File: src/rtl/hwpe_stream_package.sv
// hwpe_stream_package: shared types for the hwpe stream network.
// Holds the occupancy flag bundle used by zero-network comparators.
package hwpe_stream_package;

  typedef struct packed {
    logic        empty;
    logic        full;
    logic [31:0] count;
  } flags_zero_fifo_t;

endpackage

File: src/rtl/hwpe_stream_intf_stream.sv
// hwpe_stream_intf_stream: valid/ready stream with data and byte strobe.
// Sink and source modports give the two ends of one link.
interface hwpe_stream_intf_stream #(
  parameter int unsigned DATA_WIDTH = 32
);

  localparam int unsigned STRB_WIDTH = DATA_WIDTH / 8;

  logic                  valid;
  logic                  ready;
  logic [DATA_WIDTH-1:0] data;
  logic [STRB_WIDTH-1:0] strb;

  modport source (
    output valid,
    output data,
    output strb,
    input  ready
  );

  modport sink (
    input  valid,
    input  data,
    input  strb,
    output ready
  );

endinterface

File: src/rtl/hwpe_stream_zero_fifo.sv
// hwpe_stream_zero_fifo: strb-only shadow FIFO for the zero network.
// Mirrors a normal hwpe_stream_fifo's handshakes; data is never stored.
module hwpe_stream_zero_fifo
  import hwpe_stream_package::*;
#(
  parameter int unsigned DATA_WIDTH = 32,
  parameter int unsigned FIFO_DEPTH = 8
) (
  input  logic clk_i,
  input  logic rst_ni,
  input  logic clear_i,
  hwpe_stream_intf_stream.sink   push_i,
  hwpe_stream_intf_stream.source pop_o,
  output logic empty_o,
  output logic full_o,
  output logic [$clog2(FIFO_DEPTH+1)-1:0] count_o
);

  localparam int unsigned STRB_W = DATA_WIDTH / 8;
  localparam int unsigned PTR_W  = $clog2(FIFO_DEPTH);
  localparam int unsigned CNT_W  = $clog2(FIFO_DEPTH + 1);
  localparam logic [PTR_W-1:0] LAST  = PTR_W'(FIFO_DEPTH - 1);
  localparam logic [CNT_W-1:0] DEPTH = CNT_W'(FIFO_DEPTH);

  logic [STRB_W-1:0] mem_q [FIFO_DEPTH];
  logic [PTR_W-1:0]  wr_ptr_q;
  logic [PTR_W-1:0]  wr_ptr_d;
  logic [PTR_W-1:0]  rd_ptr_q;
  logic [PTR_W-1:0]  rd_ptr_d;
  logic [CNT_W-1:0]  count_q;
  logic [CNT_W-1:0]  count_d;
  logic              empty;
  logic              full;
  logic              do_push;
  logic              do_pop;

  assign empty   = (count_q == '0);
  assign full    = (count_q == DEPTH);
  assign do_push = push_i.valid & ~full;
  assign do_pop  = pop_o.ready & ~empty;

  assign push_i.ready = ~full;
  assign pop_o.valid  = ~empty;
  assign pop_o.strb   = empty ? '0 : mem_q[rd_ptr_q];

  assign empty_o = empty;
  assign full_o  = full;
  assign count_o = count_q;

  // Next pointers wrap at FIFO_DEPTH-1 so any depth >= 2 works.
  always_comb begin
    wr_ptr_d = wr_ptr_q;
    rd_ptr_d = rd_ptr_q;
    count_d  = count_q;
    if (do_push) begin
      wr_ptr_d = (wr_ptr_q == LAST) ? '0 : wr_ptr_q + 1'b1;
    end
    if (do_pop) begin
      rd_ptr_d = (rd_ptr_q == LAST) ? '0 : rd_ptr_q + 1'b1;
    end
    unique case ({do_push, do_pop})
      2'b10:   count_d = count_q + 1'b1;
      2'b01:   count_d = count_q - 1'b1;
      default: count_d = count_q;
    endcase
  end

  // Pointer and occupancy state; clear wins over push and pop.
  always_ff @(posedge clk_i or negedge rst_ni) begin
    if (!rst_ni) begin
      wr_ptr_q <= '0;
      rd_ptr_q <= '0;
      count_q  <= '0;
    end else if (clear_i) begin
      wr_ptr_q <= '0;
      rd_ptr_q <= '0;
      count_q  <= '0;
    end else begin
      wr_ptr_q <= wr_ptr_d;
      rd_ptr_q <= rd_ptr_d;
      count_q  <= count_d;
    end
  end

  // Strobe storage; a flush leaves stale entries behind harmlessly.
  always_ff @(posedge clk_i or negedge rst_ni) begin
    if (!rst_ni) begin
      for (int i = 0; i < FIFO_DEPTH; i++) begin
        mem_q[i] <= '0;
      end
    end else if (do_push) begin
      mem_q[wr_ptr_q] <= push_i.strb;
    end
  end

endmodule

File: src/flat_wrapper.sv
// flat-port wrapper written by rule: the top's interface ports become plain ports
module hwpe_stream_zero_fifo_flat import hwpe_stream_package::*;
#(
  parameter int unsigned DATA_WIDTH = 32,
  parameter int unsigned FIFO_DEPTH = 8
)
  (clk_i, rst_ni, clear_i, empty_o, full_o, count_o, push_i_valid, push_i_data, push_i_strb, push_i_ready, pop_o_valid, pop_o_data, pop_o_strb, pop_o_ready);
  hwpe_stream_intf_stream #(.DATA_WIDTH(DATA_WIDTH)) push_i_i ();
  hwpe_stream_intf_stream #(.DATA_WIDTH(DATA_WIDTH)) pop_o_i ();
  input  logic clk_i;
  input  logic rst_ni;
  input  logic clear_i;
  output logic empty_o;
  output logic full_o;
  output logic [$clog2(FIFO_DEPTH+1)-1:0] count_o;
  input wire logic [$bits(push_i_i.valid)-1:0] push_i_valid;
  input wire logic [$bits(push_i_i.data)-1:0] push_i_data;
  input wire logic [$bits(push_i_i.strb)-1:0] push_i_strb;
  output wire logic [$bits(push_i_i.ready)-1:0] push_i_ready;
  output wire logic [$bits(pop_o_i.valid)-1:0] pop_o_valid;
  output wire logic [$bits(pop_o_i.data)-1:0] pop_o_data;
  output wire logic [$bits(pop_o_i.strb)-1:0] pop_o_strb;
  input wire logic [$bits(pop_o_i.ready)-1:0] pop_o_ready;
  assign push_i_i.valid = push_i_valid;
  assign push_i_i.data = push_i_data;
  assign push_i_i.strb = push_i_strb;
  assign push_i_ready = push_i_i.ready;
  assign pop_o_valid = pop_o_i.valid;
  assign pop_o_data = pop_o_i.data;
  assign pop_o_strb = pop_o_i.strb;
  assign pop_o_i.ready = pop_o_ready;
  hwpe_stream_zero_fifo #(.DATA_WIDTH(DATA_WIDTH), .FIFO_DEPTH(FIFO_DEPTH)) u_core (.clk_i(clk_i), .rst_ni(rst_ni), .clear_i(clear_i), .push_i(push_i_i), .pop_o(pop_o_i), .empty_o(empty_o), .full_o(full_o), .count_o(count_o));
endmodule
File: config.mk
export PLATFORM = sky130hd
export DESIGN_NAME = hwpe_stream_zero_fifo_flat
export DESIGN_NICKNAME = d
export VERILOG_FILES = /design/src/rtl/hwpe_stream_package.sv /design/src/rtl/hwpe_stream_intf_stream.sv /design/src/rtl/hwpe_stream_zero_fifo.sv /design/src/flat_wrapper.sv
export SDC_FILE = /design/constraint.sdc
export NUM_CORES = 1
export LEC_CHECK = 0
export ABC_CLOCK_PERIOD_IN_PS = 2650
export CAP_MARGIN = 15
export CORE_ASPECT_RATIO = 1.25
export CORE_MARGIN = 10
export CORE_UTILIZATION = 46
export CTS_CLUSTER_DIAMETER = 150
export DETAILED_ROUTE_END_ITERATION = 10
export PLACE_DENSITY_LB_ADDON = 0.3
export SETUP_SLACK_MARGIN = 0.4
export SYNTH_ARGS = -nofsm -noshare
export SYNTH_HDL_FRONTEND = slang
export SYNTH_SLANG_ARGS = --single-unit
File: constraint.sdc
create_clock -name clk_i -period 2.65 [get_ports clk_i]
set_input_delay 0.795 -clock clk_i [delete_from_list [all_inputs] [get_ports clk_i]]
set_output_delay 0.795 -clock clk_i [all_outputs]
set_load 0.1 [all_outputs]
# Word-level counts from Yosys, hierarchy flattened
# Cells that the tools add are included.
totals:
  regBits: 42
  inputBits: 41
  out_inout_bits: 44
  elab_cells: 49
op_classes:
  addsub: 4
  order_cmp: 3
  eq_ne: 5
  mux: 15
  n_bitwise: 6
  reduce_logical: 5
ops:
  columns: ["cell", "n"]
  rows:
  - ["$bwmux 32", 1]
  - ["$mux 4", 5]
  - ["$mux 3", 6]
  - ["$bmux 4 s3", 1]
  - ["$demux 4 s3", 1]
  - ["$ge 4x4->1 const B", 2]
  - ["$not 3->4", 2]
  - ["$pmux 4 s2", 1]
  - ["$add 3x1->3 const B", 2]
  - ["$eq 3x3->1 const B", 2]
  - ["$add 4x1->4 const B", 1]
  - ["$eq 4x4->1 const B", 1]
  - ["$logic_not 4->1", 1]
  - ["$lt 4x1->1 const B", 1]
  - ["$reduce_bool 2->1", 2]
  - ["$sub 4x1->4 const B", 1]
  - ["$reduce_bool 3->1", 1]
  - ["$and 1x1->1", 2]
  - ["$eq 2x1->1 const B", 1]
  - ["$eq 2x2->1 const B", 1]
  - ["$not 1->1", 2]
  - ["$logic_and 1x1->1", 1]

# Depth between registers and ports, before layout
# Gate-level depths: netlist of the first run.
depth:
  depth_word: 6
  mapped_depth: 9
  depth_no_buf: 8

# Worst setup path before layout of the first run
# No wires, ideal clock.
synth_timing:
  kind: "register to output"
  from: "register u_core.count_q[0] (netlist: u_core.count_o[0])"
  to: "output pop_o_strb[0]"
  arrival_ns: 3.461
  required_time_ns: 1.855
  slack_ns: -1.606
  path_stages_with_launch: 6
  path_buffers: 1
  cell_sequence: "dfrtp_1 -> buf_6 -> nor3_4 -> nand2_2 -> inv_2 -> nor2_1"
synth_via:
  elab_chain_cells: 2
synth_lines:
  columns: ["element", "line_no", "source"]
  rows:
  - ["start: declaration", "hwpe_stream_zero_fifo.sv:30", "logic [CNT_W-1:0] count_q;"]
  - ["start signal: assignment", "hwpe_stream_zero_fifo.sv:81", "count_q <= count_d;"]
  - ["$logic_not 4->1", "hwpe_stream_zero_fifo.sv:37", "assign empty = (count_q == '0);"]
  - ["net empty_o", "flat_wrapper.sv:13", "output logic empty_o;"]
  - ["$mux 4", "hwpe_stream_zero_fifo.sv:44", "assign pop_o.strb = empty ? '0 : mem_q[rd_ptr_q];"]
  - ["end: declaration", "flat_wrapper.sv:22", "output wire logic [$bits(pop_o_i.strb)-1:0] pop_o_strb;"]
# The timed path passes the listed nets, and every way through them passes these cells.

# Worst setup path in the final report of the first run
layout_timing:
  from: "register u_core.rd_ptr_q[0]"
  to: "output pop_o_strb[1]"
layout_via:
  elab_chain_cells: 5
layout_lines:
  columns: ["element", "line_no", "source"]
  rows:
  - ["start: declaration", "hwpe_stream_zero_fifo.sv:28", "logic [PTR_W-1:0] rd_ptr_q;"]
  - ["start signal: assignment", "hwpe_stream_zero_fifo.sv:80", "rd_ptr_q <= rd_ptr_d;"]
  - ["$not 3->4 (implied by the code)", "hwpe_stream_zero_fifo.sv:44", null]
  - ["$bmux 4 s3", "hwpe_stream_zero_fifo.sv:44", null]
  - ["$mux 4 (implied by the code) (2 in series)", "hwpe_stream_zero_fifo.sv:44", null]
  - ["$mux 4", "hwpe_stream_zero_fifo.sv:44", null]
# No other way between the ends. The select of a mux whose other input is x is not followed.

==> flow_summary.json, run 1 <==
{
  "hold_viol_final": 0,
  "seq_area_frac_synth_pct": 41.3,
  "max_stage_delay_ns": 0.50,
  "ys_ff_latch": 42,
  "synth.most_common_cell": "dfrtp_1",
  "dr.pass1.iters": 4,
  "cap_violations": 0,
  "place_area_um2": 2920,
  "post-route-min-period_ns": 2.61,
  "holdPathEnd": "u_core.mem_q[16]",
  "cts_tree": "done",
  "h-tree-depth": 2,
  "hold_path_startpoint": "u_core.mem_q[16]",
  "synth-edff-count": 0,
  "finalCritPeriodShare_pct": 98.6,
  "yosysTopAreaCellShare_pct": 41.3,
  "antenna_found_initial": 0,
  "setup_viol": 0,
  "synth-main-ff-cell": "dfrtp_1",
  "core_area_um2": 5410,
  "sw_frac_of_total_pct": 50.0,
  "power_switching_uw": 2290,
  "drt.antenna.violating_nets": 0,
  "ys_warn_count": 32,
  "first_global_vias": 1746,
  "syn_to_final_growth_pct": 34.5,
  "pin_count": 85,
  "die_w_um": 86.5,
  "numPortBuffers": 20,
  "synth-async-reset-ratio_pct": 100,
  "critPathKind": "reg2out",
  "finalSetupTns_ns": 0,
  "reg2reg_depth": 9,
  "outcome": "finished clean",
  "arrival_ns": 1.82,
  "clock_sinks": 42,
  "synth_area_leaders": "dfrtp_1, mux2_2, buf_4",
  "cts_hold_buf": 0,
  "timing.rr.end": "u_core.count_o[3]",
  "ys_types": 43,
  "hold_class": "reg2reg",
  "die_area_um2": 8920,
  "drt_iter0_markers": 89,
  "fin_util_pct": 63.3,
  "clkPwrFrac_pct": 9.7,
  "syn_avg_cell_area_um2": 12.2,
  "post-dp-hpwl_mm": 3.90,
  "die_h_um": 103,
  "power_frac_seq_pct": 21.6,
  "synth_top_cells_by_count": "dfrtp_1, buf_4, mux2_2, nor2_1",
  "vias": 1692,
  "drt_wl_total_mm": 5.62,
  "nets": 305,
  "clock_latency_ns": 0.31,
  "grt_pass1_wl_mm": 8.74,
  "reg2reg_from": "u_core.count_o[2]",
  "rsz0062_at_grt": "true",
  "routed_via_density": 5.24,
  "final-max-slew-violation-count": 0,
  "worst_ir_drop_vdd_mv": 0.652,
  "p_int_uw": 2300,
  "path_clk_slew_ns": 0.09,
  "track_usage_pct": 12.4,
  "p_per_area_nw_per_um2": 1340,
  "crit_fanout": 4,
  "numCtsBuffers": 5,
  "grt_max_degree": 29,
  "rows": 30,
  "clk_path_buf_depth": 2,
  "end_kind": "output pin",
  "crit_slowest_cell": "mux4_2",
  "fin_skew_ns": 0.0123,
  "maxClockFrequency_mhz": 383,
  "leakagePower_uw": 0.00158,
  "gp_congestion": 0.794,
  "root_buffer": "clkbuf_8",
  "p_comb_share_pct": 68.7,
  "postSynthCellCount": 208,
  "drive_gt1_share_pct": 53.3,
  "drc": 0,
  "start_kind": "register",
  "worstPathRequired_ns": 1.86,
  "synth_top_area_cell": "dfrtp_1",
  "min_path_cells": 1,
  "crit_chain": "clkbuf_16 -> mux4_2 -> mux2i_2 -> nor2_4 -> buf_12",
  "syn_area_um2": 2540,
  "n_antenna_cell": 0,
  "wl_per_cell_um": 17.4,
  "stdcell_area_um2": 3420,
  "grt-ovfl-total": 0,
  "start_util_pct": 47.0,
  "worst_pin_slew_ns": 0.649,
  "max_slew_margin_pct": 56.8,
  "rrSetupSlack_ns": 0.27
}
==> power by group through the flow <==
stage                     clock network [µW]  logic (µW)  registers (µW)
after floorplan                            0        1910            1110
after global placement                     0        2650            1020
after detailed placement                   0        2680            1020
after CTS                                459        2900             971
after global routing                     477        3300            1020
final                                    446        3150             992
==> state kept, by name (all words and copies together), names as in the netlist <==
register,cells
u_core.rd_ptr_q,3
u_core.wr_ptr_q,3
u_core.count_o,4
u_core.mem_q,32
==> worst max-delay path, delay by kind of cell, from the launching register on <==
family / cells / cell delay [ns]
simple gates: 1 / 0.05
flops: 1 / 0.42
mux: 2 / 0.71
buf+inv: 2 / 0.32
==> metrics by stage <==
step                      total power (µW)  instances  setup WS [ns]  hold slack [ns]
after detailed placement              3700        295        0.00355            0.481
after CTS                             4330        315         0.0120            0.502
after global placement                3660        295        0.00634            0.471
after global routing                  4800        323        -0.0173            0.516
after floorplan                       3020        239        -0.0510            0.459
final                                 4590        323         0.0364            0.494
==> cell usage in the layout, fill, tap and decap left out, types with 4 or more instances in the layout <==
| master | instances |
|---|---|
| buf_4 | 23 |
| dfrtp_4 | 4 |
| mux4_2 | 8 |
| nor2_1 | 7 |
| mux2_2 | 14 |
| nor2_4 | 5 |
| buf_12 | 8 |
| clkdlybuf4s50_1 | 6 |
| nand2_1 | 9 |
| ha_1 | 5 |
| mux2_4 | 16 |
| clkbuf_8 | 5 |
| dfrtp_1 | 37 |
| conb_1 | 32 |
| buf_6 | 12 |
| a21oi_1 | 6 |
==> cells by family after synthesis <==
family,count (synthesis),synth area share [%]
AOI/OAI and AO/OA,19,5.36
xor gates and xnor gates,2,0.689
adders and majority gates,8,3.79
buffers and inverters,45,12.2
DFF,42,41.3
muxes,47,24.0
other,1,0.147
and+or+nand+nor,44,12.5
==> worst max path at each step <==
stage,from,to
final,u_core.rd_ptr_q[0],pop_o_strb[1]
after global routing,u_core.rd_ptr_q[0],pop_o_strb[1]
after CTS,u_core.rd_ptr_q[0],pop_o_strb[3]
after detailed placement,push_i_valid,u_core.count_o[2]
after global placement,push_i_valid,u_core.count_o[3]
after floorplan,u_core.count_o[0],u_core.count_o[3]
==> cell type report <==
cell class	count	area [µm²]
Clock inverter	3	26.3
Inverter	4	33.8
Fill cell	422	1990
Clock buffer	5	68.8
Tap cell	64	80.1
Timing Repair Buffer	53	594
Sequential cell	42	1070
Multi-Input combinational cell	152	1550
==> what timing repair did <==
action / CTS / global route
buffers inserted: 12 / 7
endpoints found under the setup margin: 18 / 18
cloned: 0 / 1
gates resized for setup: 9 / 43
pin swaps: 5 / 13
==> metal layers <==
metal  vias up  GRT usage (%)  wire [µm]
met2        34           22.4       3030
met3        10           3.48        296
met1       872           13.1       2170
li1        776              -          -
met4         0           5.49        115
met5         -              0          0
Note: power is estimated with default switching activity, not from simulation.
==> inputs of run 2 (changes only) <==
--- a/config.mk
+++ b/config.mk
@@ -5,15 +5,16 @@
 export SDC_FILE = /design/constraint.sdc
 export NUM_CORES = 1
 export LEC_CHECK = 0
-export ABC_CLOCK_PERIOD_IN_PS = 2650
+export ABC_CLOCK_PERIOD_IN_PS = 2850
 export CAP_MARGIN = 15
 export CORE_ASPECT_RATIO = 1.25
-export CORE_MARGIN = 10
+export CORE_MARGIN = 1.5
 export CORE_UTILIZATION = 46
 export CTS_CLUSTER_DIAMETER = 150
 export DETAILED_ROUTE_END_ITERATION = 10
 export PLACE_DENSITY_LB_ADDON = 0.3
 export SETUP_SLACK_MARGIN = 0.4
+export SLEW_MARGIN = 10
 export SYNTH_ARGS = -nofsm -noshare
 export SYNTH_HDL_FRONTEND = slang
 export SYNTH_SLANG_ARGS = --single-unit
==> constraint.sdc (replaced) <==
create_clock -name clk_i -period 2.85 [get_ports clk_i]
set_input_delay 0.855 -clock clk_i [delete_from_list [all_inputs] [get_ports clk_i]]
set_output_delay 0.855 -clock clk_i [all_outputs]
set_load 0.1 [all_outputs]
==> run 2 against run 1 <==
  * Cell area fell by 9.8%
  * Global-route usage rose by 4.5 points
  * Die area fell by 33%
==> flow_summary.json, run 2 (same netlist as run 1, synthesis figures left out) <==
{
  "dr.pass1.iters": 4,
  "critPathKind": "reg2out",
  "die_w_um": 69.5,
  "core_area_um2": 5370,
  "finalSetupTns_ns": 0,
  "first_global_vias": 1543,
  "final-max-slew-violation-count": 0,
  "max_stage_delay_ns": 0.65,
  "holdWs_ns": 0.483,
  "maxClockFrequency_mhz": 379,
  "syn_to_final_growth_pct": 21.3,
  "path_clk_slew_ns": 0.08,
  "antenna_found_initial": 0,
  "reg2reg_from": "u_core.count_o[1]",
  "drt_wl_total_mm": 4.80,
  "end_kind": "output pin",
  "track_usage_pct": 16.9,
  "clock_sinks": 42,
  "grt_pass1_wl_mm": 7.88,
  "outcome": "finished clean",
  "largest_register_ffs": 32,
  "timing.rr.end": "u_core.count_o[3]",
  "crit_fanout": 10,
  "root_buffer": "clkbuf_8",
  "setup_viol": 0,
  "cap_violations": 0,
  "reg2reg_depth": 11,
  "clock_latency_ns": 0.29,
  "finalCritPeriodShare_pct": 92.5,
  "gp_congestion": 0.776,
  "drt_iter0_markers": 43,
  "drc": 0,
  "clk_path_buf_depth": 2,
  "hold_viol_final": 0,
  "wl_per_cell_um": 15.8,
  "pin_count": 85,
  "start_util_pct": 47.4,
  "post-route-min-period_ns": 2.64,
  "worst_ir_drop_vdd_mv": 1.40,
  "nets": 286,
  "n_antenna_cell": 0,
  "layout_common_cells": "dfrtp_1, conb_1, mux2_2",
  "rrSetupSlack_ns": 0.43,
  "drive_gt1_share_pct": 46.3,
  "cts_tree": "done",
  "post-dp-hpwl_mm": 3.47,
  "routed_via_density": 5.20,
  "startpoint": "u_core.rd_ptr_q[1]",
  "max_slew_margin_pct": 62.2,
  "crit_chain": "mux4_2 -> mux2i_4 -> nor2_4 -> buf_12",
  "fin_skew_ns": 0.00883,
  "drt.antenna.violating_nets": 0,
  "arrival_ns": 1.78,
  "rsz0062_at_grt": "true",
  "cts_hold_buf": 0,
  "p_per_area_nw_per_um2": 1280,
  "vias": 1582,
  "grt-ovfl-total": 0,
  "grt_max_degree": 20,
  "top_register": "u_core.mem_q",
  "worst_pin_slew_ns": 0.567,
  "fillCellCount": 478,
  "numPortBuffers": 20,
  "start_kind": "register",
  "worstPathRequired_ns": 2.00,
  "numCtsBuffers": 5,
  "crit_slowest_cell": "dfrtp_1",
  "mostFrequentLayoutCell": "dfrtp_1",
  "crit_path_end": "pop_o_strb[1]",
  "h-tree-depth": 2,
  "die_area_um2": 5980,
  "hold_class": "in2async",
  "die_h_um": 86.1,
  "leakagePower_uw": 0.00141,
  "rows": 30
}
## run 2: where the power goes
| part | internal (µW) | leakage (µW) | switching [µW] |
|---|---|---|---|
| clock network | 195 | 0.0000472 | 208 |
| registers | 775 | 0.000547 | 144 |
| logic | 967 | 0.000816 | 1650 |
## run 2: worst min-delay path by stage
stage	startpoint	endpoint	slack (ns)
after global placement	u_core.mem_q[19]	u_core.mem_q[19]	0.47
after detailed placement	u_core.mem_q[19]	u_core.mem_q[19]	0.49
after CTS	rst_ni	u_core.mem_q[8]	0.50
final	rst_ni	u_core.mem_q[20]	0.48
after global routing	rst_ni	u_core.mem_q[4]	0.50
after floorplan	u_core.mem_q[16]	u_core.mem_q[16]	0.46
## run 2: critical path: cells and delay by family, from the launching register on
family                 cells  cell delay, ns
muxes                      2            0.60
DFF                        1            0.65
buffers and inverters      1            0.16
and+or+nand+nor            1            0.07
## run 2: layout make-up
| class | instances | area [µm²] | share of cell area, % |
|---|---|---|---|
| multi-input combinational | 152 | 1420 | 46.0 |
| sequential | 42 | 1070 | 34.6 |
| timing repair buffer | 34 | 389 | 12.6 |
| clock buffer | 6 | 82.6 | 2.68 |
| tap | 64 | 80.1 | 2.60 |
| inverter | 4 | 33.8 | 1.10 |
| clock inverter | 2 | 12.5 | 0.406 |
## run 2: per-layer routing
layer  track usage (%)  wire (µm)  share of wire, %  up-vias
met2              29.1       2470                52       45
met1              21.7       2130                44      791
li1                  -          -                 -      744
met3              3.76        173               3.6        2
met5                 0          0                 0        -
met4              4.10         28              0.58        0
## run 2: per-stage QoR
step | worst slack (ns) | instances | area [µm²] | util (%) | power (µW)
after floorplan | 0.149 | 239 | 2750 | - | 2800
after global placement | 0.0955 | 287 | 2840 | 52.9 | 3310
after detailed placement | 0.0789 | 287 | 2840 | 52.9 | 3340
after CTS | 0.158 | 303 | 3040 | 56.6 | 3900
after global routing | 0.161 | 304 | 3080 | 57.4 | 4110
final | 0.213 | 304 | 3080 | 57.4 | 3940
## run 2: timing repair
| item | in CTS | in global routing |
|---|---|---|
| setup endpoints to repair | 9 | 16 |
| pin swaps | 2 | 1 |
| resized for setup | 6 | 6 |
| setup buffers | 8 | 1 |
==> inputs of run 3 (changes only) <==
--- a/config.mk
+++ b/config.mk
@@ -6,7 +6,6 @@
 export NUM_CORES = 1
 export LEC_CHECK = 0
 export ABC_CLOCK_PERIOD_IN_PS = 2850
-export CAP_MARGIN = 15
 export CORE_ASPECT_RATIO = 1.25
 export CORE_MARGIN = 1.5
 export CORE_UTILIZATION = 46
==> results of run 3 <==
The final DEF is identical to that of run 2; final timing and power are the same.
